**config.mk**
```make
export PLATFORM = sky130hd
export DESIGN_NAME = regfile_context_engine
export DESIGN_NICKNAME = d
export VERILOG_FILES = /design/src/rtl/regfile_context_engine.sv
export SDC_FILE = /design/constraint.sdc
export NUM_CORES = 1
export LEC_CHECK = 0
export CORE_MARGIN = 5
export CORE_UTILIZATION = 30
export DETAILED_ROUTE_END_ITERATION = 12
export PLACE_DENSITY = 0.85
export SETUP_SLACK_MARGIN = 0.3
export SLEW_MARGIN = 20
export SYNTH_ARGS = -nofsm -noshare
export SYNTH_HDL_FRONTEND = slang
export SYNTH_SLANG_ARGS = --single-unit
```
**constraint.sdc**
```tcl
create_clock -name clk -period 2.2 [get_ports clk]
set_clock_uncertainty 0.15 [all_clocks]
set_input_delay 0.44 -clock clk [delete_from_list [all_inputs] [get_ports clk]]
set_output_delay 0.44 -clock clk [all_outputs]
set_load 0.05 [all_outputs]
```
**src/rtl/regfile_context_engine.sv**
```systemverilog
`timescale 1ns/1ps
// Save/restore engine: streams registers FIRST_REG..LAST_REG out of, or back into, the 8x8 register file.
// One byte per cycle at full rate; out_ready low or in_valid low stalls the walk in place.
module regfile_context_engine #(
  parameter int FIRST_REG = 1,
  parameter int LAST_REG  = 7
) (
  input  logic       clk,
  input  logic       rst,
  input  logic       save_req,
  input  logic       restore_req,
  input  logic       abort,
  output logic       busy,
  output logic       done,
  output logic [2:0] rf_read_addr,
  input  logic [7:0] rf_read_data,
  output logic       rf_write_enable,
  output logic [2:0] rf_write_addr,
  output logic [7:0] rf_write_data,
  output logic       out_valid,
  input  logic       out_ready,
  output logic [7:0] out_data,
  input  logic       in_valid,
  output logic       in_ready,
  input  logic [7:0] in_data
);

  typedef enum logic [1:0] {IDLE, SAVE, RESTORE, DONE} state_t;

  localparam logic [2:0] FIRST_IDX = 3'(FIRST_REG);
  localparam logic [2:0] LAST_IDX  = 3'(LAST_REG);

  state_t     state, state_nxt;
  logic [2:0] idx, idx_nxt;
  logic       xfer;

  always_ff @(posedge clk or posedge rst) begin
    if (rst) begin
      state <= IDLE;
      idx   <= FIRST_IDX;
    end else begin
      state <= state_nxt;
      idx   <= idx_nxt;
    end
  end

  always_comb begin
    state_nxt       = state;
    idx_nxt         = idx;
    xfer            = 1'b0;
    busy            = (state != IDLE);
    done            = 1'b0;
    rf_read_addr    = 3'd0;
    rf_write_enable = 1'b0;
    rf_write_addr   = 3'd0;
    rf_write_data   = 8'd0;
    out_valid       = 1'b0;
    out_data        = 8'd0;
    in_ready        = 1'b0;

    case (state)
      IDLE: begin
        // save wins when both requests arrive together
        if (save_req) begin
          state_nxt = SAVE;
          idx_nxt   = FIRST_IDX;
        end else if (restore_req) begin
          state_nxt = RESTORE;
          idx_nxt   = FIRST_IDX;
        end
      end
      SAVE: begin
        rf_read_addr = idx;
        out_valid    = 1'b1;
        out_data     = rf_read_data;
        xfer         = out_ready;
      end
      RESTORE: begin
        in_ready = 1'b1;
        xfer     = in_valid;
        if (in_valid) begin
          rf_write_enable = 1'b1;
          rf_write_addr   = idx;
          rf_write_data   = in_data;
        end
      end
      DONE: begin
        done      = 1'b1;
        state_nxt = IDLE;
      end
      default: state_nxt = IDLE;
    endcase

    // the byte in the abort cycle still moves; only the sequencing stops
    if (state == SAVE || state == RESTORE) begin
      if (xfer && idx != LAST_IDX)
        idx_nxt = idx + 3'd1;
      if (abort)
        state_nxt = IDLE;
      else if (xfer && idx == LAST_IDX)
        state_nxt = DONE;
    end
  end

endmodule
```
* After elaboration in Yosys (flattened, before gate mapping)
Index checks and enable logic that the tools add are counted.
** Cells by class
- Mux-type cells :: 23
- Reduce and logical (&&, ||, !) cells :: 5
- Equal/unequal tests :: 5
- $add $sub $neg :: 1
** Operator list (count)
- $mux 3 :: 8
- $mux 8 :: 3
- $mux 2 :: 5
- $mux 1 :: 5
- $eq 2x2->1 const B :: 2
- $pmux 2 s2 :: 1
- $add 3x1->3 const B :: 1
- $eq 3x3->1 const B :: 1
- $ne 3x3->1 const B :: 1
- $eq 2x1->1 const B :: 1
- $logic_and 1x1->1 :: 2
- $logic_not 2->1 :: 1
- $pmux 1 s2 :: 1
- $reduce_bool 2->1 :: 1
- $logic_or 1x1->1 :: 1
** Storage, ports and cells
- Input port bits :: 23
- Flip-flop bits (word level) :: 5

* Depth between registers and ports, before layout
Gate-level depths: netlist of the first run.
- Word-level depth :: 6
- Depth in mapped cells :: 5
- Depth with buffers taken out :: 5

* Worst setup path before layout of the first run
No wires, ideal clock.
- Kind :: reg-to-output
- Start point :: register state[0]
- End point :: output port rf_write_addr[1]
- Data arrival time :: 1763 ps
- Cell stages (with the launch flop) :: 5
- Required time :: 1610 ps
- Setup slack :: -153 ps
- Path buffers :: 1
- Path through :: dfrtp_1 > inv_1 > ha_1 > clkbuf_1 > and3_1
** On the way
- Word-level cells in the longest chain between the ends :: 2
** RTL lines
- start, declared :: RTL line 33 : state_t state, state_nxt;
- start signal, assigned :: RTL line 42 : state <= state_nxt;
- $eq 2x2->1 :: RTL line 61 : case (state)
- $mux 3 :: RTL line 61
- end, declared :: RTL line 18 : output logic [2:0] rf_write_addr,
No other way between the ends.

* Final worst setup path of the first run
- Start point :: register state[0]
- End point :: output port out_data[6]
** On the way
- Word-level cells in the longest chain between the ends :: 2
** RTL lines
- $eq 2x1->1 :: RTL line 61
- $mux 8 :: RTL line 61
- end, declared :: RTL line 22 : output logic [7:0] out_data,
No other way between the ends.

==> out/summary.txt, run 1 <==
share of cells above drive strength 1 - 60.5%
met1 track demand over resource - 19.8%
transition time of the tightest slew-check pin - 0.341 ns
mean routed wirelength per cell - 17.2 um
number of violations reported at the end of detailed-routing iteration 0 - 9
global-route track usage on met2 - 34.9%
hpwl dp - 2050 um
Post-Synthesis Net Count - 92
sum of negative setup slack - 0 ns
DR pass1 iterations - 4
core footprint - 0.00173 mm^2
number of hold-repair buffers added at the cts stage - 0
clock tree from TritonCTS - done
Relative slew margins - 77.0%
RSZ-0062 raised after global routing - true
master of the slowest instance on the critical path - sky130_fd_sc_hd__dfrtp_2
critical path launch point type - register
leading cell types by total area after synthesis - sky130_fd_sc_hd__dfrtp_1 (19%), sky130_fd_sc_hd__and2_1 (14%), sky130_fd_sc_hd__ha_1 (14%), sky130_fd_sc_hd__and3_1 (10%), sky130_fd_sc_hd__mux2i_1 (5.6%)
Post-Place Cells - 135
vias in the first global route - 701
Die Height - 52.4 um
kind of end point of the critical path - output port
Final nets - 154
unique cell type count in the Yosys netlist - 20
peak supply drop - 866 uV
maximum capacitance violations - 0
Synth Register Bits - 5
initial antenna violation count - 0
count of buffers inserted at the top-level ports - 49
Worst Setup Path Type - register to output port
delay of the slowest cell on the worst path - 0.40 ns
fin worst setup slack - 0.256 ns
Starting Density - 31.2%
count of antenna-violating nets left after detailed routing - 0
via density per instance - 4.69
Period Utilization, post-route - 88.4%
proportion of synthesized flip-flops having asynchronous set or reset - 100%
synthesized cell area - 539 um^2
Mapped Cells - 63
gr ovfl total - 0
total count of max-transition violations in the final report - 0
Setup-failing EPs final - 0
EDFF count, synth - 0
Area Growth Syn to Fin - 183%
Final Non-Filler Cells - 149
number of diodes - 0
result of the run - completed
share of the yosys chip area belonging to registers - 23.4%
global-route met3 utilization - 3.13%
final weighted congestion in routability-driven placement - 0.731
Final Util - 88.4%
area share of the largest cell type after synthesis - 18.6%
mean instance size in the synthesized netlist - 8.56 um^2
most frequent cell after synthesis - sky130_fd_sc_hd__and2_1
Commonest cells post-synth - sky130_fd_sc_hd__and2_1 (12), sky130_fd_sc_hd__and3_1 (9), sky130_fd_sc_hd__inv_1 (8)
power density over cell area - 956 mW/mm^2
TritonCTS Buffers - 3
Rows - 15
cell leakage power - 0.661 nW
primary flip-flop cell chosen by synthesis mapping - sky130_fd_sc_hd__dfrtp_1
layer with the highest usage - met2
pin count of the biggest net entering global routing - 14
CTS root buf - sky130_fd_sc_hd__clkbuf_4
vias post-DR - 699
clock network latency to the later pin of the worst-skew pair - 0.23 ns
number of hold-slack violations in the final timing report - 0
Fmax - 514 MHz
number of clock sinks - 5
maximum clock insertion buffer count - 2
Hold Path Class - primary input to asynchronous set/reset pin
Final Routed Wirelength - 2570 um
arrival time at the worst endpoint - 1.35 ns
time the worst path needs with I/O delays and setup - 1.94 ns
Critical Path RT - 1.61 ns
biggest area consumer among synthesized cells - sky130_fd_sc_hd__dfrtp_1
ports placed on the boundary - 50
GRT Total Usage - 18.2%
global-route wire length before repair - 3550 um
Synth Warn # - 0
clock-pin slew reported for the worst setup and hold paths after clock tree synthesis - 0.04 ns
crit-path cells - buf_4 -> ha_4 -> and2_2 -> buf_12
maximum fanout along the worst path - 12
die area - 0.00275 mm^2
CTS HTree Levels - 1
width of the chip - 52.4 um
DRC - 0
worst setup slack after placement - 0.0306 ns
[placed cells by master (no fill, tap or decap), drive strengths merged]
master,netlist,layout
nor2,1,1
inv,8,8
a32o,1,1
a22oi,1,1
ha,6,6
nand2,2,2
and2,12,12
dfrtp,4,4
o31ai,1,1
mux2i,3,3
nor2b,1,1
clkbuf,3,5
and3,11,11
o21ai,3,3
clkdlybuf4s50,0,21
dfstp,1,1
a221o,1,1
buf,0,38
nor3,2,2
nand2b,2,2
[final cells by class]
type / instances / area (um^2)
fill: 72 / 200
timing repair buffer: 60 / 842
inverter: 8 / 30.0
multi-input combinational: 47 / 468
tap: 25 / 31.3
clock buffer: 4 / 26.3
sequential: 5 / 129
[flip-flops by register name (all words and copies together), names as in the netlist]
register / count
idx: 3
state: 2
[cell families (layout without fill, tap and decap cells)]
| kind of cell | Yosys count | after routing | synth area share [%] |
|---|---|---|---|
| AO/OA/AOI/OAI | 7 | 7 | 11.8 |
| adder cells (fa/ha/maj) | 6 | 6 | 13.9 |
| flip-flops | 5 | 5 | 23.4 |
| buffers and inverters | 11 | 72 | 7.66 |
| multiplexers | 3 | 3 | 5.57 |
| AND/OR/NAND/NOR | 31 | 31 | 37.6 |
[critical path: cells and delay by family, from the launching register on]
kind / cells / cell delay (ns)
flops: 1 / 0.40
buf+inv: 2 / 0.30
simple gates: 1 / 0.22
fa+ha+maj: 1 / 0.19
[per-stage QoR]
stage	power (mW)	instance area, um^2	hold slack, ns
5_1_grt	1.53	1530	0.241
4_1_cts	1.42	1500	0.231
6_report	1.46	1530	0.239
3_5_place_dp	1.23	1400	0.409
3_3_place_gp	1.20	1400	0.407
2_1_floorplan	0.757	634	0.0678
[power breakdown]
group | total [mW] | switching (mW) | internal [mW]
Combinational | 1.21 | 0.623 | 0.590
Clock | 0.101 | 0.0330 | 0.0683
Sequential | 0.145 | 0.0252 | 0.120
Total | 1.46 | 0.681 | 0.778
[metal layers]
layer  vias up  routed length (um)
met5         -                   0
li1        335                   -
met1       323                1010
met3         0                 180
met2        41                1380
met4         0                   0
[final timing paths]
path / cells past startpoint / from / slack, ns / end
hold reg to reg: 1 / idx[0]$_DFF_PP1_ / 0.41 / idx[0]$_DFF_PP1_
setup / recovery: 4 / state[0]$_DFF_PP0_ / 0.26 / out_data[6]
min in group clk: 1 / idx[0]$_DFF_PP1_ / 0.41 / idx[0]$_DFF_PP1_
setup reg to reg: 7 / state[1]$_DFF_PP0_ / 0.36 / state[1]$_DFF_PP0_
max in group asynchronous: 2 / rst / 1.43 / idx[0]$_DFF_PP1_
hold / removal: 2 / rst / 0.24 / idx[1]$_DFF_PP0_
[what timing repair did]
action	4_1_cts	5_1_grt
endpoints found under the setup margin	24	25
gates resized for setup	6	7
pin swaps	4	5
buffers inserted	8	2
Power figures use the tool's default switching activity.
==> inputs of run 2 (changes only) <==
SETUP_SLACK_MARGIN = default   (was 0.3)
==> run 2 against run 1 <==
Net effect:
- combinational power down 15%
- sequential power about the same
- first-iteration DRC count down 44%
- sequential cell count unchanged
- utilization down 10 points
- die area unchanged
- via count down 8.3%
- critical path type unchanged
==> out/summary.txt, run 2 (same netlist as run 1, synthesis figures left out) <==
result of the run - completed
count of buffers inserted at the top-level ports - 49
TritonCTS Buffers - 3
number of violations reported at the end of detailed-routing iteration 0 - 5
largest registers - idx: 3 flops, state: 2 flops
Worst Setup Path Type - register to output port
DRC - 0
die area - 0.00275 mm^2
Period Utilization, post-route - 94.7%
logic depth of the worst register-to-register path - 5
count of antenna-violating nets left after detailed routing - 0
critical path depth - 4
delay of the slowest cell on the worst path - 0.43 ns
core footprint - 0.00173 mm^2
width of the chip - 52.4 um
vias post-DR - 641
Final nets - 143
Post-Place Cells - 134
max reg flops - 3
kind of end point of the critical path - output port
part of the total power dissipated in combinational logic - 80.7%
register with the most flip-flops - idx
total count of max-transition violations in the final report - 0
leading cell type in the layout, fill and taps excluded - sky130_fd_sc_hd__buf_12
RSZ-0062 raised after global routing - false
kind of cell with the highest combined delay on the critical path - flip-flops
share of cells above drive strength 1 - 34.5%
maximum clock insertion buffer count - 2
critical path launch point type - register
number of buffer and inverter stages on the critical path - 2
Final Non-Filler Cells - 138
Hold Path Class - primary input to asynchronous set/reset pin
time the worst path needs with I/O delays and setup - 2.08 ns
clock network latency to the later pin of the worst-skew pair - 0.24 ns
final weighted congestion in routability-driven placement - 0.709
GRT Total Usage - 16.3%
Area Growth Syn to Fin - 151%
pin count of the biggest net entering global routing - 15
power density over cell area - 947 mW/mm^2
maximum capacitance violations - 0
master of the slowest instance on the critical path - sky130_fd_sc_hd__dfrtp_1
crit-path cells - inv_1 -> ha_2 -> and2_1 -> buf_12
Critical Path RT - 1.61 ns
transition time of the tightest slew-check pin - 0.363 ns
power share of the sequential group - 11.2%
number of diodes - 0
maximum fanout along the worst path - 13
net switching power - 0.629 mW
CTS root buf - sky130_fd_sc_hd__clkbuf_4
placed standard-cell area - 0.00131 mm^2
clock-pin slew reported for the worst setup and hold paths after clock tree synthesis - 0.04 ns
number of clock sinks - 5
Die Height - 52.4 um
most used cells in the layout excluding fill and tap cells - sky130_fd_sc_hd__buf_12 (26), sky130_fd_sc_hd__clkdlybuf4s50_1 (21), sky130_fd_sc_hd__and2_1 (12)
Fmax - 480 MHz
DR pass1 iterations - 3
Final Routed Wirelength - 2130 um
arrival time at the worst endpoint - 1.49 ns
via density per instance - 4.64
global-route wire length before repair - 3190 um
P_int - 0.651 mW
mean routed wirelength per cell - 15.4 um
Final Util - 78.3%
Setup-failing EPs final - 0
hpwl dp - 1990 um
gr ovfl total - 0
clock share of power - 8.1%
clock tree from TritonCTS - done
Relative slew margins - 75.7%
number of hold-repair buffers added at the cts stage - 0
cell leakage power - 0.625 nW
share of total power consumed by net switching - 49.1%
area of all placed cells without fillers - 0.00135 mm^2
sum of negative setup slack - 0 ns
vias in the first global route - 654
CTS HTree Levels - 1
number of hold-slack violations in the final timing report - 0
peak supply drop - 675 uV
initial antenna violation count - 0
ports placed on the boundary - 50
Starting Density - 31.2%
Rows - 15
## run 2: cell count changes in the layout (fill, tap and decap cells not counted), moves of 9 or more
cell / delta
sky130_fd_sc_hd__and2_2: -9
sky130_fd_sc_hd__and3_4: -11
sky130_fd_sc_hd__buf_4: -9
sky130_fd_sc_hd__and3_1: +9
sky130_fd_sc_hd__and2_1: +11
## run 2: stage by stage
step           setup WS, ns  hold slack, ns  total power, mW
2_1_floorplan        0.0228          0.0678            0.695
3_3_place_gp         0.0964           0.406             1.15
3_5_place_dp         0.0426           0.406             1.17
4_1_cts              0.0483           0.241             1.28
5_1_grt              0.0261           0.263             1.34
6_report              0.117           0.246             1.28
## run 2: what timing repair did
item	CTS	global route
endpoints found under the setup margin	0	8
buffers inserted	0	0
resized for setup	0	2
## run 2: per-layer routing
metal | vias to the layer above | global-route usage [%] | share of wire (%)
met1 | 291 | 16.7 | 37
met2 | 34 | 29.8 | 50
met4 | 0 | 7.66 | 0.94
met5 | - | 0 | 0
met3 | 2 | 4.84 | 11
li1 | 314 | - | -
## run 2: worst paths after layout
check | from | to | slack, ns
worst max-delay path | state[1]$_DFF_PP0_ | rf_read_addr[1] | 0.12
max in group asynchronous | rst | idx[0]$_DFF_PP1_ | 1.42
worst min register to register | idx[0]$_DFF_PP1_ | idx[0]$_DFF_PP1_ | 0.41
worst min-delay path | rst | idx[1]$_DFF_PP0_ | 0.25
worst max register to register | state[0]$_DFF_PP0_ | state[1]$_DFF_PP0_ | 0.51
min in group clk | idx[0]$_DFF_PP1_ | idx[0]$_DFF_PP1_ | 0.41
## run 2: power groups by stage
stage | registers [mW] | logic [mW] | clock network (mW)
6_report | 0.144 | 1.03 | 0.103
3_5_place_dp | 0.142 | 1.03 | 0
5_1_grt | 0.147 | 1.08 | 0.110
4_1_cts | 0.141 | 1.03 | 0.110
2_1_floorplan | 0.135 | 0.560 | 0
3_3_place_gp | 0.141 | 1.01 | 0
## run 2: final cells by class
| cell class | count | area (um^2) |
|---|---|---|
| clock buffers | 3 | 22.5 |
| clock inverters | 1 | 5.00 |
| inverters | 8 | 30.0 |
| multi-input cells | 47 | 387 |
| well taps | 25 | 31.3 |
| repair buffers | 49 | 751 |
| flip-flops and latches | 5 | 126 |
| fillers | 100 | 374 |
## run 2: worst register-to-register path: cells and delay by family (launching register included)
kind,cells,cell delay (ns)
compound gates,2,0.43
fa+ha+maj,1,0.34
simple gates,1,0.16
buf+inv,1,0.11
flops,1,0.38
